**src/rtl/inst_fetch.sv**
```systemverilog
// ---------------------------------------------------------------------------
// inst_fetch -- instruction fetch front end.
//
// This block issues one instruction-memory request at a time. Each returned
// word is queued with its PC in a 2-entry FIFO that feeds decode. A redirect
// (branch, jump or trap) flushes the queue and retargets the fetch PC. If a
// request is still in flight when the redirect arrives, its response is
// dropped when it comes back.
//
// Ports
//   clk            : sole clock, rising edge
//   rstn           : asynchronous, active-low reset
//   redirect_valid : redirect request (highest priority)
//   redirect_pc    : redirect target (forced to 4-byte alignment)
//   imem_req       : request to instruction memory
//   imem_addr      : request address (always the fetch PC)
//   imem_gnt       : memory accepts the request this cycle
//   imem_rvalid    : read data valid
//   imem_rdata     : fetched instruction word
//   id_valid       : decode-side instruction valid
//   id_inst        : head instruction (zero when empty)
//   id_pc          : PC of head instruction (zero when empty)
//   id_ready       : decode consumes the head instruction
// ---------------------------------------------------------------------------
module inst_fetch #(
    parameter logic [63:0] RESET_PC = 64'h0000_0000_0000_0000
) (
    input  logic        clk,
    input  logic        rstn,
    input  logic        redirect_valid,
    input  logic [63:0] redirect_pc,
    output logic        imem_req,
    output logic [63:0] imem_addr,
    input  logic        imem_gnt,
    input  logic        imem_rvalid,
    input  logic [31:0] imem_rdata,
    output logic        id_valid,
    output logic [31:0] id_inst,
    output logic [63:0] id_pc,
    input  logic        id_ready
);

    typedef enum logic [1:0] {
        ST_IDLE,   // nothing outstanding
        ST_WAIT,   // one granted request outstanding
        ST_DROP    // outstanding response must be discarded
    } state_t;

    state_t      state_q, state_d;
    logic [63:0] fetch_pc_q, fetch_pc_d;
    logic [63:0] req_pc_q, req_pc_d;
    logic [63:0] fifo_pc_q   [2];
    logic [63:0] fifo_pc_d   [2];
    logic [31:0] fifo_inst_q [2];
    logic [31:0] fifo_inst_d [2];
    logic        rd_ptr_q, rd_ptr_d;
    logic        wr_ptr_q, wr_ptr_d;
    logic [1:0]  count_q, count_d;
    logic        push;
    logic        pop;

    // A request is only raised when the FIFO has room for its response. This
    // gating is what makes overflow impossible. Qualifying with rstn keeps
    // the request low for the whole time reset is held.
    assign imem_req  = rstn && (state_q == ST_IDLE) && (count_q != 2'd2) && !redirect_valid;
    assign imem_addr = fetch_pc_q;

    assign id_valid = (count_q != 2'd0);
    assign id_inst  = id_valid ? fifo_inst_q[rd_ptr_q] : 32'h0;
    assign id_pc    = id_valid ? fifo_pc_q[rd_ptr_q]   : 64'h0;

    always_comb begin
        state_d     = state_q;
        fetch_pc_d  = fetch_pc_q;
        req_pc_d    = req_pc_q;
        fifo_pc_d   = fifo_pc_q;
        fifo_inst_d = fifo_inst_q;
        rd_ptr_d    = rd_ptr_q;
        wr_ptr_d    = wr_ptr_q;
        count_d     = count_q;
        push        = 1'b0;
        pop         = 1'b0;

        if (redirect_valid) begin
            // A redirect overrides everything else in this cycle: flush the
            // queue and retarget. An in-flight response still has to be
            // absorbed, unless it is returning in this same cycle.
            fetch_pc_d = {redirect_pc[63:2], 2'b00};
            count_d    = 2'd0;
            rd_ptr_d   = 1'b0;
            wr_ptr_d   = 1'b0;
            case (state_q)
                ST_WAIT, ST_DROP: state_d = imem_rvalid ? ST_IDLE : ST_DROP;
                default:          state_d = ST_IDLE;
            endcase
        end else begin
            pop = id_valid && id_ready;
            case (state_q)
                ST_IDLE: begin
                    if (imem_req && imem_gnt) begin
                        req_pc_d = fetch_pc_q;
                        state_d  = ST_WAIT;
                    end
                end
                ST_WAIT: begin
                    if (imem_rvalid) begin
                        push       = 1'b1;
                        fetch_pc_d = req_pc_q + 64'd4;
                        state_d    = ST_IDLE;
                    end
                end
                ST_DROP: begin
                    if (imem_rvalid) begin
                        state_d = ST_IDLE;
                    end
                end
                default: state_d = ST_IDLE;
            endcase

            if (push) begin
                fifo_pc_d[wr_ptr_q]   = req_pc_q;
                fifo_inst_d[wr_ptr_q] = imem_rdata;
                wr_ptr_d              = ~wr_ptr_q;
            end
            if (pop) begin
                rd_ptr_d = ~rd_ptr_q;
            end
            case ({push, pop})
                2'b10:   count_d = count_q + 2'd1;
                2'b01:   count_d = count_q - 2'd1;
                default: count_d = count_q;
            endcase
        end
    end

    always_ff @(posedge clk or negedge rstn) begin
        if (!rstn) begin
            state_q    <= ST_IDLE;
            fetch_pc_q <= RESET_PC;
            req_pc_q   <= RESET_PC;
            rd_ptr_q   <= 1'b0;
            wr_ptr_q   <= 1'b0;
            count_q    <= 2'd0;
        end else begin
            state_q    <= state_d;
            fetch_pc_q <= fetch_pc_d;
            req_pc_q   <= req_pc_d;
            rd_ptr_q   <= rd_ptr_d;
            wr_ptr_q   <= wr_ptr_d;
            count_q    <= count_d;
        end
    end

    // FIFO storage, one register pair per entry.
    generate
        for (genvar gi = 0; gi < 2; gi++) begin : g_fifo
            always_ff @(posedge clk or negedge rstn) begin
                if (!rstn) begin
                    fifo_pc_q[gi]   <= 64'h0;
                    fifo_inst_q[gi] <= 32'h0;
                end else begin
                    fifo_pc_q[gi]   <= fifo_pc_d[gi];
                    fifo_inst_q[gi] <= fifo_inst_d[gi];
                end
            end
        end
    endgenerate

endmodule
```
**config.mk**
```make
export PLATFORM = sky130hd
export DESIGN_NAME = inst_fetch
export DESIGN_NICKNAME = d
export VERILOG_FILES = /design/src/rtl/inst_fetch.sv
export SDC_FILE = /design/constraint.sdc
export NUM_CORES = 1
export LEC_CHECK = 0
export ABC_AREA = 1
export CELL_PAD_IN_SITES_DETAIL_PLACEMENT = 1
export CELL_PAD_IN_SITES_GLOBAL_PLACEMENT = 2
export CORE_MARGIN = 10
export CORE_UTILIZATION = 28
export DETAILED_ROUTE_END_ITERATION = 6
export MAX_ROUTING_LAYER = met4
export PLACE_DENSITY = 0.86
export SYNTH_ARGS = -nofsm -noshare
export SYNTH_HDL_FRONTEND = slang
export SYNTH_SLANG_ARGS = --single-unit
```
**constraint.sdc**
```tcl
create_clock -name clk -period 1.55 [get_ports clk]
set_clock_uncertainty 0.1 [all_clocks]
set_input_delay 0.2325 -clock clk [delete_from_list [all_inputs] [get_ports clk]]
set_output_delay 0.2325 -clock clk [all_outputs]
set_load 0.05 [all_outputs]
```
# Word-level counts from Yosys, hierarchy flattened
# Index checks and enable logic that the tools add are counted.
[classes]
n_addsub = 3
magnitude_cmp = 3
eq_ne = 7
n_mux = 32
n_bitwise = 5
reduce_logical = 19
[op_table]
columns = ["op", "n"]
rows = [
  ["2-to-1 mux 64 bit", 8],
  ["2-to-1 mux 32 bit", 5],
  ["bitwise mux 128 bit", 1],
  ["adder 64 x 3 -> 64 bit (second input constant)", 1],
  ["bitwise mux 64 bit", 1],
  ["demux 64 bit (select 1 bit)", 1],
  ["demux 32 bit (select 1 bit)", 1],
  ["2-to-1 mux 2 bit", 6],
  ["nonzero test 2 bit", 5],
  ["case mux 2 bit (2 select lines)", 2],
  ["2-to-1 mux 1 bit", 7],
  ["logical AND 1 bit", 6],
  ["AND reduction 2 bit", 3],
  ["== test 2 x 1 -> 1 bit (second input constant)", 2],
  ["== test 2 bit (second input constant)", 2],
  ["greater-or-equal comparator 2 bit (second input constant)", 2],
  ["NOT 1 -> 2 bit", 2],
  ["!= test 3 x 1 -> 1 bit (second input constant)", 1],
  ["!= test 3 x 2 -> 1 bit (second input constant)", 1],
  ["NOT 1 bit", 3],
  ["AND reduction 3 bit", 1],
  ["nonzero test 3 bit", 1],
  ["adder 2 x 1 -> 2 bit (second input constant)", 1],
  ["logical NOT 2 bit", 1],
  ["5 further kinds", 5],
]
[totals]
regBits = 326
in_bits = 102
out_inout_bits = 162

# Longest topological paths before layout
# Gate-level depths: netlist of run 1.
[depth]
depth_word = 8
depth_mapped = 11
depth_no_buf = 11

# Worst setup path before layout of run 1
# Ideal clock, no wire load.
[synth_timing]
path_type = "register to output"
start = "reg rd_ptr_q"
end = "out id_pc[34]"
arrival_ps = 1865
t_required_ps = 1217
setup_slack_ps = -648
path_stages_with_launch = 7
path_buffers = 3
cell_sequence = "dfrtp_1 > buf_2 > inv_2 > buf_2 > buf_1 > nand2_1 > a21oi_1"
[synth_via]
elab_chain_cells = 5
[synth_lines]
columns = ["item", "line_no", "rtl"]
rows = [
  ["start: declaration", "56", "logic rd_ptr_q, rd_ptr_d;"],
  ["start signal: assignment", "148", "rd_ptr_q <= rd_ptr_d;"],
  ["NOT 1 -> 2 bit (not written as such)", "70", "assign id_pc = id_valid ? fifo_pc_q[rd_ptr_q] : 64'h0;"],
  ["2-to-1 mux 64 bit (not written as such) (3 in series)", "70", ""],
  ["2-to-1 mux 64 bit", "70", ""],
  ["end: declaration", "39", "output logic [63:0] id_pc,"],
]
# Every way passes these cells. The select of a mux whose other input is x is not followed.

# Final worst setup path of run 1
[layout_timing]
start = "reg rd_ptr_q"
end = "out id_pc[62]"
# The elaborated chain is that of the path after synthesis.

==> impl_metrics.py, run 1 <==
metrics = {
    "yosys": {
        "synth_nets": 2195,
        "syn-mean-instance-area_sq_um": 7.54,
        "seq_area_frac_synth": 0.517,
        "ys_ff_latch": 326,
        "synth.top_cells.by_count": "767 x nand2_1, 326 x dfrtp_1, 275 x o21ai_0",
        "synth_top_area_cell": "dfrtp_1",
        "ys.flop_type": "dfrtp_1",
        "synth.distinct_cells": 28,
        "yosys_warnings": 0,
        "synth_cells": 2090,
        "yosysMostFrequentCell": "nand2_1",
        "synth_area_leaders": "dfrtp_1 52%, nand2_1 18%, o21ai_0 8.7%",
        "synth_top_area_frac": 0.517,
        "syn_area_sq_um": 15800,
        "ys_async_sr_fraction": 1.00,
        "synth-edff-count": 0,
    },
    "clock_tree": {
        "cts-root-buf": "clkbuf_16",
        "clk_latency_ns": 0.57,
        "cts_tree": "yes",
        "numCtsBuffers": 38,
        "path_clk_slew_ns": 0.06,
        "clockBufferDepth": 3,
        "cts.sinks": 326,
        "cts.htree.levels": 2,
    },
    "worst_setup_path": {
        "slowest_stage": "dfrtp_4",
        "crit_fanout": 12,
        "crit_required_ns": 1.22,
        "critPathCaptureType": "primary output",
        "cp_common_cell": "buf_12",
        "crit_path_cell_trace": "clkinv_8, buf_12, nand2_1, a21oi_4, buf_12",
        "worst_setup_path_start_kind": "flop",
        "crit_family": "flip-flops",
        "critical_path_buf_inv_count": 3,
        "critPathKind": "reg2out",
        "arrival_ns": 1.91,
        "slowest_delay_ns": 0.54,
    },
    "die": {
        "coreArea_sq_um": 55400,
        "io_pins": 264,
        "num_rows": 86,
        "die_w_um": 257,
        "start_util": 0.285,
        "die_area_sq_um": 66200,
        "die_h_um": 257,
    },
    "timing": {
        "setup_slack_ns": -0.689,
        "slew_headroom": 0.409,
        "fin_hold_ws_ns": 0.142,
        "finalHoldViolations": 0,
        "rsz0062_at_grt": "true",
        "fmax_mhz": 447,
        "tightest_slew_ns": 0.884,
        "min_period_ns": 2.24,
        "drv_slew": 0,
        "setup_viol_count_final": 435,
        "post-route-period-util": 1.44,
    },
    "pwr": {
        "ir_drop_v": 0.000849,
        "p_leak_nw": 12.1,
        "internal-power_mw": 29.6,
        "pwr-share-comb": 0.560,
        "p_seq_frac": 0.274,
        "clkPwrFrac": 0.167,
        "p_per_area_nw_per_um2": 1950,
        "switching_power_mw": 24.5,
        "p_sw_frac": 0.453,
    },
    "place": {
        "place.gp.congestion": 0.915,
        "dp_hpwl_um": 50600,
        "io_buffers": 261,
        "place_ws_ns": -0.482,
    },
    "routing": {
        "num_vias": 16765,
        "wire_per_inst_um": 23.6,
        "drt_pass1_iterations": 5,
        "routed_wl_um": 79100,
        "drcViolationCount": 0,
        "drt_iter0_drc": 1238,
        "detail-route-antenna-nets": 0,
        "via_per_inst": 5.01,
    },
    "global_routing": {
        "grt_pass1_wl_um": 114000,
        "antenna_found_initial": 1,
        "grt_usage": 0.229,
        "grt.overflow.total": 0,
        "grt_start_max_net_pins": 107,
        "grt_pass1_vias": 18394,
    },
    "run_status": {
        "violations": "setup timing",
        "status": "finished with violations",
    },
    "job": {
        "cap_violations": 0,
    },
    "finish": {
        "drive_gt1_frac": 0.346,
        "area_delta_synth_final_pct": 75.8,
        "final_nets": 2673,
    },
    "min_path": {
        "min_path_type": "in2reg",
    },
}
[stage by stage]
stage | TNS, ns | power (mW) | cell area (sq um) | cells | util
final | -178.42 | 54.1 | 27700 | 3346 | 0.500
after global routing | -207.76 | 56.6 | 27700 | 3345 | 0.500
after CTS | -172.02 | 52.5 | 26700 | 3318 | 0.483
after detailed placement | -105.26 | 41.0 | 23500 | 3173 | 0.423
after global placement | -92.37 | 40.3 | 23500 | 3173 | 0.423
after floorplan | -19.60 | 27.5 | 17200 | 2090 | -
[cells in the final DEF, fill, tap and decap left out, types with 27 or more instances in the layout]
cell	synthesis	final
a21oi_1	129	30
a21oi_4	0	97
buf_12	0	209
buf_16	0	28
buf_4	2	158
buf_6	0	27
clkbuf_16	0	53
clkdlybuf4s50_1	0	97
dfrtp_1	326	314
inv_1	181	173
nand2_1	767	642
nand2_2	10	92
nand2_4	1	40
nand3_1	51	42
nor2_1	148	112
nor2_4	7	29
o21ai_0	275	175
o21ai_1	15	52
o21ai_2	0	61
[power by group through the flow]
stage | combinational, mW | sequential, mW | clock, mW
floorplan | 12.9 | 14.6 | 0
detailed placement | 26.5 | 14.4 | 0
global placement | 26.0 | 14.3 | 0
finish | 30.3 | 14.8 | 9.01
global route | 31.9 | 15.2 | 9.49
CTS | 28.9 | 14.4 | 9.11
[area by class of cell]
class                      instances  area [sq um]
antenna                            2          5.00
clock buffer                      55          1150
clock inverter                    13          78.8
fill                            6142         27700
inverter                         184           737
multi-input combinational       1478          8770
sequential                       326          8180
tap                              748           936
timing repair buffer             540          7870
[flip-flops by register name (all words and copies together) (netlist names)]
register and count:
req_pc_q 64, fifo_inst_q 64, fifo_pc_q 128, state_q 2
rd_ptr_q 1, imem_addr 64, wr_ptr_q 1, count_q 2
[routing by layer]
metal	vias to the layer above	global-route usage	routed length, um
met1	8543	0.275	32900
li1	7617	-	-
met3	161	0.0362	3570
met5	-	-	0
met2	444	0.381	39600
met4	0	0.0863	2990
[cell families (layout without fill, tap and decap cells)]
| kind of cell | Yosys count | after routing | synth area share |
|---|---|---|---|
| compound gates | 440 | 440 | 0.143 |
| xor+xnor | 18 | 18 | 0.0100 |
| fa+ha+maj | 3 | 3 | 0.00238 |
| buf+inv | 290 | 792 | 0.0717 |
| simple gates | 1013 | 1017 | 0.255 |
| flops | 326 | 326 | 0.517 |
| other cells | 0 | 2 | 0 |
[path summary, 6_finish.rpt]
| kind | start | end | slack [ns] | cells past startpoint |
|---|---|---|---|---|
| worst max register to register | state_q[1] | fifo_pc_q[52] | -0.46 | 10 |
| max in group asynchronous | rstn | req_pc_q[54] | 0.28 | 4 |
| worst min-delay path | imem_rdata[30] | fifo_inst_q[30] | 0.14 | 3 |
| worst max-delay path | rd_ptr_q | id_pc[62] | -0.69 | 5 |
| min in group asynchronous | rstn | fifo_pc_q[98] | 0.24 | 4 |
| worst min register to register | fifo_pc_q[53] | fifo_pc_q[53] | 0.38 | 2 |
[worst register-to-register path, stage by stage, from the launching register on]
cell	delay [ns]
dfrtp_1	0.40
inv_2	0.09
buf_6	0.10
ha_4	0.15
nand2_8	0.07
nor2_4	0.20
buf_12	0.18
nand2_8	0.12
clkbuf_16	0.25
nand2_1	0.09
o21ai_0	0.12
[what timing repair did]
item                                    4_1_cts  5_1_grt
endpoints found under the hold margin       326        0
gates cloned                                 27       19
pin swaps                                    79        9
resized for setup                           315      206
endpoints found under the setup margin      433      438
setup buffers                                50       13
hold buffers                                  1        0
(Power assumes the default switching activity.)
==> inputs of run 2 (changes only) <==
- SKIP_LAST_GASP: not set -> 1
==> run 2 against run 1 <==
  * The run still ends with setup timing left
  * Total power is 2.2% higher
  * Maximum frequency decreased by 2.3%
  * Die area did not move
  * Global-route usage down 0.12 points
  * Flip-flop and latch count unchanged
  * Cell count up 1.1%
  * First-iteration DRC count down 5.7%
  * Via count is 2.8% higher
  * Highest routed layer unchanged
==> impl_metrics.py, run 2 (same netlist as run 1, synthesis figures left out) <==
metrics = {
    "timing": {
        "min_period_ns": 2.29,
        "setup_viol_count_final": 433,
        "tightest_slew_ns": 0.753,
        "slew_headroom": 0.498,
        "setup_slack_ns": -0.742,
        "fmax_mhz": 436,
        "finalHoldViolations": 0,
        "fin_hold_ws_ns": 0.141,
        "fin_setup_tns_ns": -185.08,
        "post-route-period-util": 1.48,
        "rsz0062_at_grt": "true",
        "drv_slew": 0,
    },
    "routing": {
        "drt_pass1_iterations": 5,
        "drcViolationCount": 0,
        "drt_iter0_drc": 1167,
        "num_vias": 17237,
        "wire_per_inst_um": 24.6,
        "detail-route-antenna-nets": 0,
        "via_per_inst": 5.10,
        "routed_wl_um": 83400,
    },
    "pwr": {
        "p_leak_nw": 12.5,
        "switching_power_mw": 25.2,
        "pwr-share-comb": 0.565,
        "ir_drop_v": 0.000839,
        "internal-power_mw": 30.1,
        "p_per_area_nw_per_um2": 1940,
        "p_sw_frac": 0.456,
        "clkPwrFrac": 0.165,
        "p_total_mw": 55.3,
        "p_seq_frac": 0.270,
    },
    "clock_tree": {
        "clockBufferDepth": 3,
        "cts-root-buf": "clkbuf_16",
        "cts.htree.levels": 2,
        "cts_tree": "yes",
        "clk_latency_ns": 0.58,
        "numCtsBuffers": 38,
        "path_clk_slew_ns": 0.06,
        "cts.sinks": 326,
    },
    "place": {
        "dpl-instance-area_sq_um": 23500,
        "dp_hpwl_um": 50600,
        "place.gp.congestion": 0.915,
        "io_buffers": 261,
    },
    "die": {
        "die_area_sq_um": 66200,
        "io_pins": 264,
        "num_rows": 86,
        "coreArea_sq_um": 55400,
        "die_w_um": 257,
        "die_h_um": 257,
        "start_util": 0.285,
    },
    "run_status": {
        "status": "finished with violations",
        "violations": "setup timing",
    },
    "worst_setup_path": {
        "slowest_delay_ns": 0.53,
        "arrival_ns": 1.96,
        "critPathCaptureType": "primary output",
        "crit_path_cell_trace": "clkinv_8, buf_12, nand2_1, a21oi_4, buf_12",
        "crit_fanout": 13,
        "worst_setup_path_start_kind": "flop",
        "cp_common_cell": "buf_12",
        "crit_required_ns": 1.22,
        "critPathKind": "reg2out",
        "slowest_stage": "dfrtp_4",
    },
    "global_routing": {
        "grt.overflow.total": 0,
        "grt_pass1_vias": 18327,
        "grt_pass1_wl_um": 113000,
        "antenna_found_initial": 1,
        "grt_start_max_net_pins": 107,
        "grt_usage": 0.227,
    },
    "finish": {
        "utilization": 0.513,
        "largest_register": "fifo_pc_q",
        "final_cell_mix": "629 x nand2_1, 315 x dfrtp_1, 215 x buf_12",
        "largest_register_ffs": 128,
        "area_delta_synth_final_pct": 80.4,
        "stdcell_area_sq_um": 28400,
        "final_nets": 2710,
        "layout_commonest_cell": "nand2_1",
        "fillers": 6118,
        "drive_gt1_frac": 0.369,
    },
    "job": {
        "cap_violations": 0,
    },
    "min_path": {
        "min_path_type": "in2reg",
    },
}
## run 2: changes by cell type in the layout (fill, tap and decap cells not counted), moves of 6 or more
cell and change:
o21ai_2 +23, buf_6 +8, nand2_1 -13, clkbuf_16 +11, buf_12 +6, nand2_4 +19, nand2_2 -6, o21ai_0 -22
buf_4 +16
## run 2: timing repair
action	4_1_cts	5_1_grt
gates resized for setup	283	324
gates cloned	27	34
hold buffers	1	0
hold endpoints to repair	326	0
pin swaps	79	11
setup endpoints to repair	433	437
buffers inserted	50	38
## run 2: metal layers
| layer | vias up | global-route usage | wire length (um) |
|---|---|---|---|
| met4 | 0 | 0.0845 | 3430 |
| met1 | 8892 | 0.275 | 34300 |
| met5 | - | - | 0 |
| met2 | 471 | 0.378 | 41700 |
| li1 | 7691 | - | - |
| met3 | 183 | 0.0357 | 3930 |
## run 2: stage by stage
stage	std cells	setup WS (ns)
floorplan	2090	-0.216
global placement	3173	-0.502
detailed placement	3173	-0.482
CTS	3318	-0.749
global route	3382	-0.769
finish	3382	-0.742
## run 2: path summary, 6_finish.rpt
path	start	endpoint	slack [ns]	depth (start not counted)
max in group asynchronous	rstn	req_pc_q[31]	0.29	4
hold / removal	imem_rdata[12]	fifo_inst_q[12]	0.14	3
min in group asynchronous	rstn	fifo_pc_q[98]	0.22	4
setup reg to reg	state_q[1]	fifo_pc_q[36]	-0.57	13
hold reg to reg	fifo_inst_q[37]	fifo_inst_q[37]	0.38	2
setup / recovery	rd_ptr_q	id_pc[58]	-0.74	5
## run 2: power groups by stage
stage / sequential (mW) / clock, mW / combinational, mW
2_1_floorplan: 14.6 / 0 / 12.9
3_3_place_gp: 14.3 / 0 / 26.0
3_5_place_dp: 14.4 / 0 / 26.5
4_1_cts: 14.4 / 9.11 / 28.9
5_1_grt: 15.3 / 9.56 / 32.8
6_report: 14.9 / 9.11 / 31.2
## run 2: worst max-delay path, delay by kind of cell, from the launching register on
kind,cells,cell delay (ns)
AND/OR/NAND/NOR,1,0.12
buffers and inverters,3,0.47
AO/OA/AOI/OAI,1,0.26
flip-flops,1,0.53
## run 2: final cells by class
cell class / count / area [sq um] / share of cell area
tap: 748 / 936 / 0.0329
antenna: 1 / 2.50 / 0.0000880
inverter: 184 / 737 / 0.0259
multi-input combinational: 1475 / 8910 / 0.314
sequential: 326 / 8170 / 0.287
timing repair buffer: 580 / 8450 / 0.297
clock inverter: 13 / 78.8 / 0.00277
clock buffer: 55 / 1150 / 0.0403
==> inputs of run 3 (changes only) <==
- CORE_ASPECT_RATIO: not set -> 0.75
- CORE_MARGIN: 10 -> 2
==> run 3 against run 2 <==
  * The flow still finishes with violations (setup timing)
  * Critical endpoint is now id_pc[54]
  * Combinational power decreased by 5%
  * Clock power rose by 8.0%
  * Register-to-register slack better by 0.15 ns
==> impl_metrics.py, run 3 (same netlist as run 1, synthesis figures left out) <==
metrics = {
    "run_status": {
        "status": "finished with violations",
        "violations": "setup timing",
    },
    "finish": {
        "stdcell_count": 3306,
        "area_delta_synth_final_pct": 73.2,
        "final_cell_mix": "675 x nand2_1, 311 x dfrtp_1, 213 x o21ai_0",
        "largest_register_ffs": 128,
        "n_antenna_cell": 0,
        "largest_register": "fifo_pc_q",
        "utilization": 0.489,
        "stdcell_area_sq_um": 27300,
        "fillers": 6154,
        "multi_input_area_sq_um": 8790,
        "final_nets": 2652,
        "drive_gt1_frac": 0.336,
        "layout_commonest_cell": "nand2_1",
        "ff_latch_area_sq_um": 8180,
    },
    "timing": {
        "min_period_ns": 2.26,
        "tightest_slew_ns": 0.469,
        "drv_slew": 0,
        "post-route-period-util": 1.46,
        "slew_headroom": 0.687,
        "rsz0062_at_grt": "true",
        "setup_viol_count_final": 432,
        "fin_setup_tns_ns": -126.84,
        "setup_slack_ns": -0.714,
        "fmax_mhz": 442,
        "finalHoldViolations": 0,
    },
    "global_routing": {
        "grt_start_max_net_pins": 79,
        "grt_pass1_vias": 17044,
        "grt.overflow.total": 0,
        "antenna_found_initial": 1,
        "grt_pass1_wl_um": 100000,
        "grt_usage": 0.229,
    },
    "routing": {
        "drt_pass1_iterations": 5,
        "wire_per_inst_um": 22.4,
        "num_vias": 16669,
        "via_per_inst": 5.04,
        "drt_iter0_drc": 1114,
        "routed_wl_um": 74000,
        "drcViolationCount": 0,
        "detail-route-antenna-nets": 0,
    },
    "place": {
        "dp_hpwl_um": 49100,
        "placed_cells": 3144,
        "place.gp.congestion": 0.886,
        "dpl-instance-area_sq_um": 23400,
        "io_buffers": 261,
    },
    "worst_setup_path": {
        "cp_common_cell": "buf_12",
        "slowest_stage": "dfrtp_4",
        "critPathKind": "reg2out",
        "crit_required_ns": 1.22,
        "crit_fanout": 14,
        "arrival_ns": 1.93,
        "critPathCaptureType": "primary output",
        "crit_path_cell_trace": "buf_6, buf_12, nand2_1, a21oi_4, buf_12",
        "worst_setup_path_start_kind": "flop",
        "slowest_delay_ns": 0.49,
    },
    "clock_tree": {
        "cts.sinks": 326,
        "clk_latency_ns": 0.57,
        "cts-root-buf": "clkbuf_16",
        "clockBufferDepth": 3,
        "numCtsBuffers": 38,
        "path_clk_slew_ns": 0.06,
        "cts_tree": "yes",
        "cts.htree.levels": 2,
    },
    "die": {
        "die_h_um": 210,
        "num_rows": 75,
        "start_util": 0.282,
        "die_area_sq_um": 58200,
        "coreArea_sq_um": 55800,
        "io_pins": 264,
        "die_w_um": 278,
    },
    "job": {
        "cap_violations": 0,
    },
    "pwr": {
        "p_total_mw": 54.2,
        "p_leak_nw": 12.0,
        "p_per_area_nw_per_um2": 1990,
        "ir_drop_v": 0.000810,
    },
    "min_path": {
        "min_path_type": "in2reg",
    },
}
[run 3: where the power goes]
part           internal, mW  switching (mW)
registers              11.7            3.10
logic                  12.3            17.3
clock network          5.98            3.85
[run 3: area by class of cell]
| class | instances | area share |
|---|---|---|
| multi-input combinational | 1477 | 0.322 |
| sequential | 326 | 0.299 |
| timing repair buffer | 520 | 0.269 |
| clock buffer | 62 | 0.0456 |
| tap | 731 | 0.0335 |
| inverter | 184 | 0.0266 |
| clock inverter | 6 | 0.00412 |
[run 3: path summary, 6_finish.rpt]
| check | startpoint | endpoint | slack, ns | depth (start not counted) |
|---|---|---|---|---|
| max | rd_ptr_q | id_pc[54] | -0.71 | 5 |
| min | redirect_valid | state_q[0] | 0.15 | 3 |
| max reg2reg | req_pc_q[10] | imem_addr[17] | -0.42 | 9 |
| min reg2reg | fifo_pc_q[89] | fifo_pc_q[89] | 0.38 | 2 |
| max in group asynchronous | rstn | fifo_inst_q[7] | 0.39 | 4 |
| min in group asynchronous | rstn | imem_addr[43] | 0.20 | 3 |
[run 3: routing by layer]
| layer | vias up | global-route usage | part of all wire |
|---|---|---|---|
| met3 | 145 | 0.0289 | 0.043 |
| met5 | - | - | 0 |
| met4 | 0 | 0.0576 | 0.030 |
| met1 | 8517 | 0.311 | 0.44 |
| li1 | 7540 | - | - |
| met2 | 467 | 0.365 | 0.48 |
[run 3: through the flow]
| stage | hold slack, ns | setup slack (ns) |
|---|---|---|
| floorplan | -0.163 | -0.216 |
| finish | 0.147 | -0.714 |
| detailed placement | 0.178 | -0.498 |
| global route | 0.158 | -0.752 |
| CTS | 0.104 | -0.708 |
| global placement | 0.181 | -0.482 |
[run 3: what timing repair did]
action	4_1_cts	5_1_grt
pin swaps	2	108
gates resized for setup	7	434
endpoints found under the hold margin	218	0
hold buffers	1	0
setup buffers	0	63
endpoints found under the setup margin	433	434
cloned	1	31
[run 3: worst max-delay path: cells and delay by family, from the launching register on]
family / cells / cell delay, ns
AND/OR/NAND/NOR: 1 / 0.12
flip-flops: 1 / 0.49
buffers and inverters: 3 / 0.51
AO/OA/AOI/OAI: 1 / 0.24
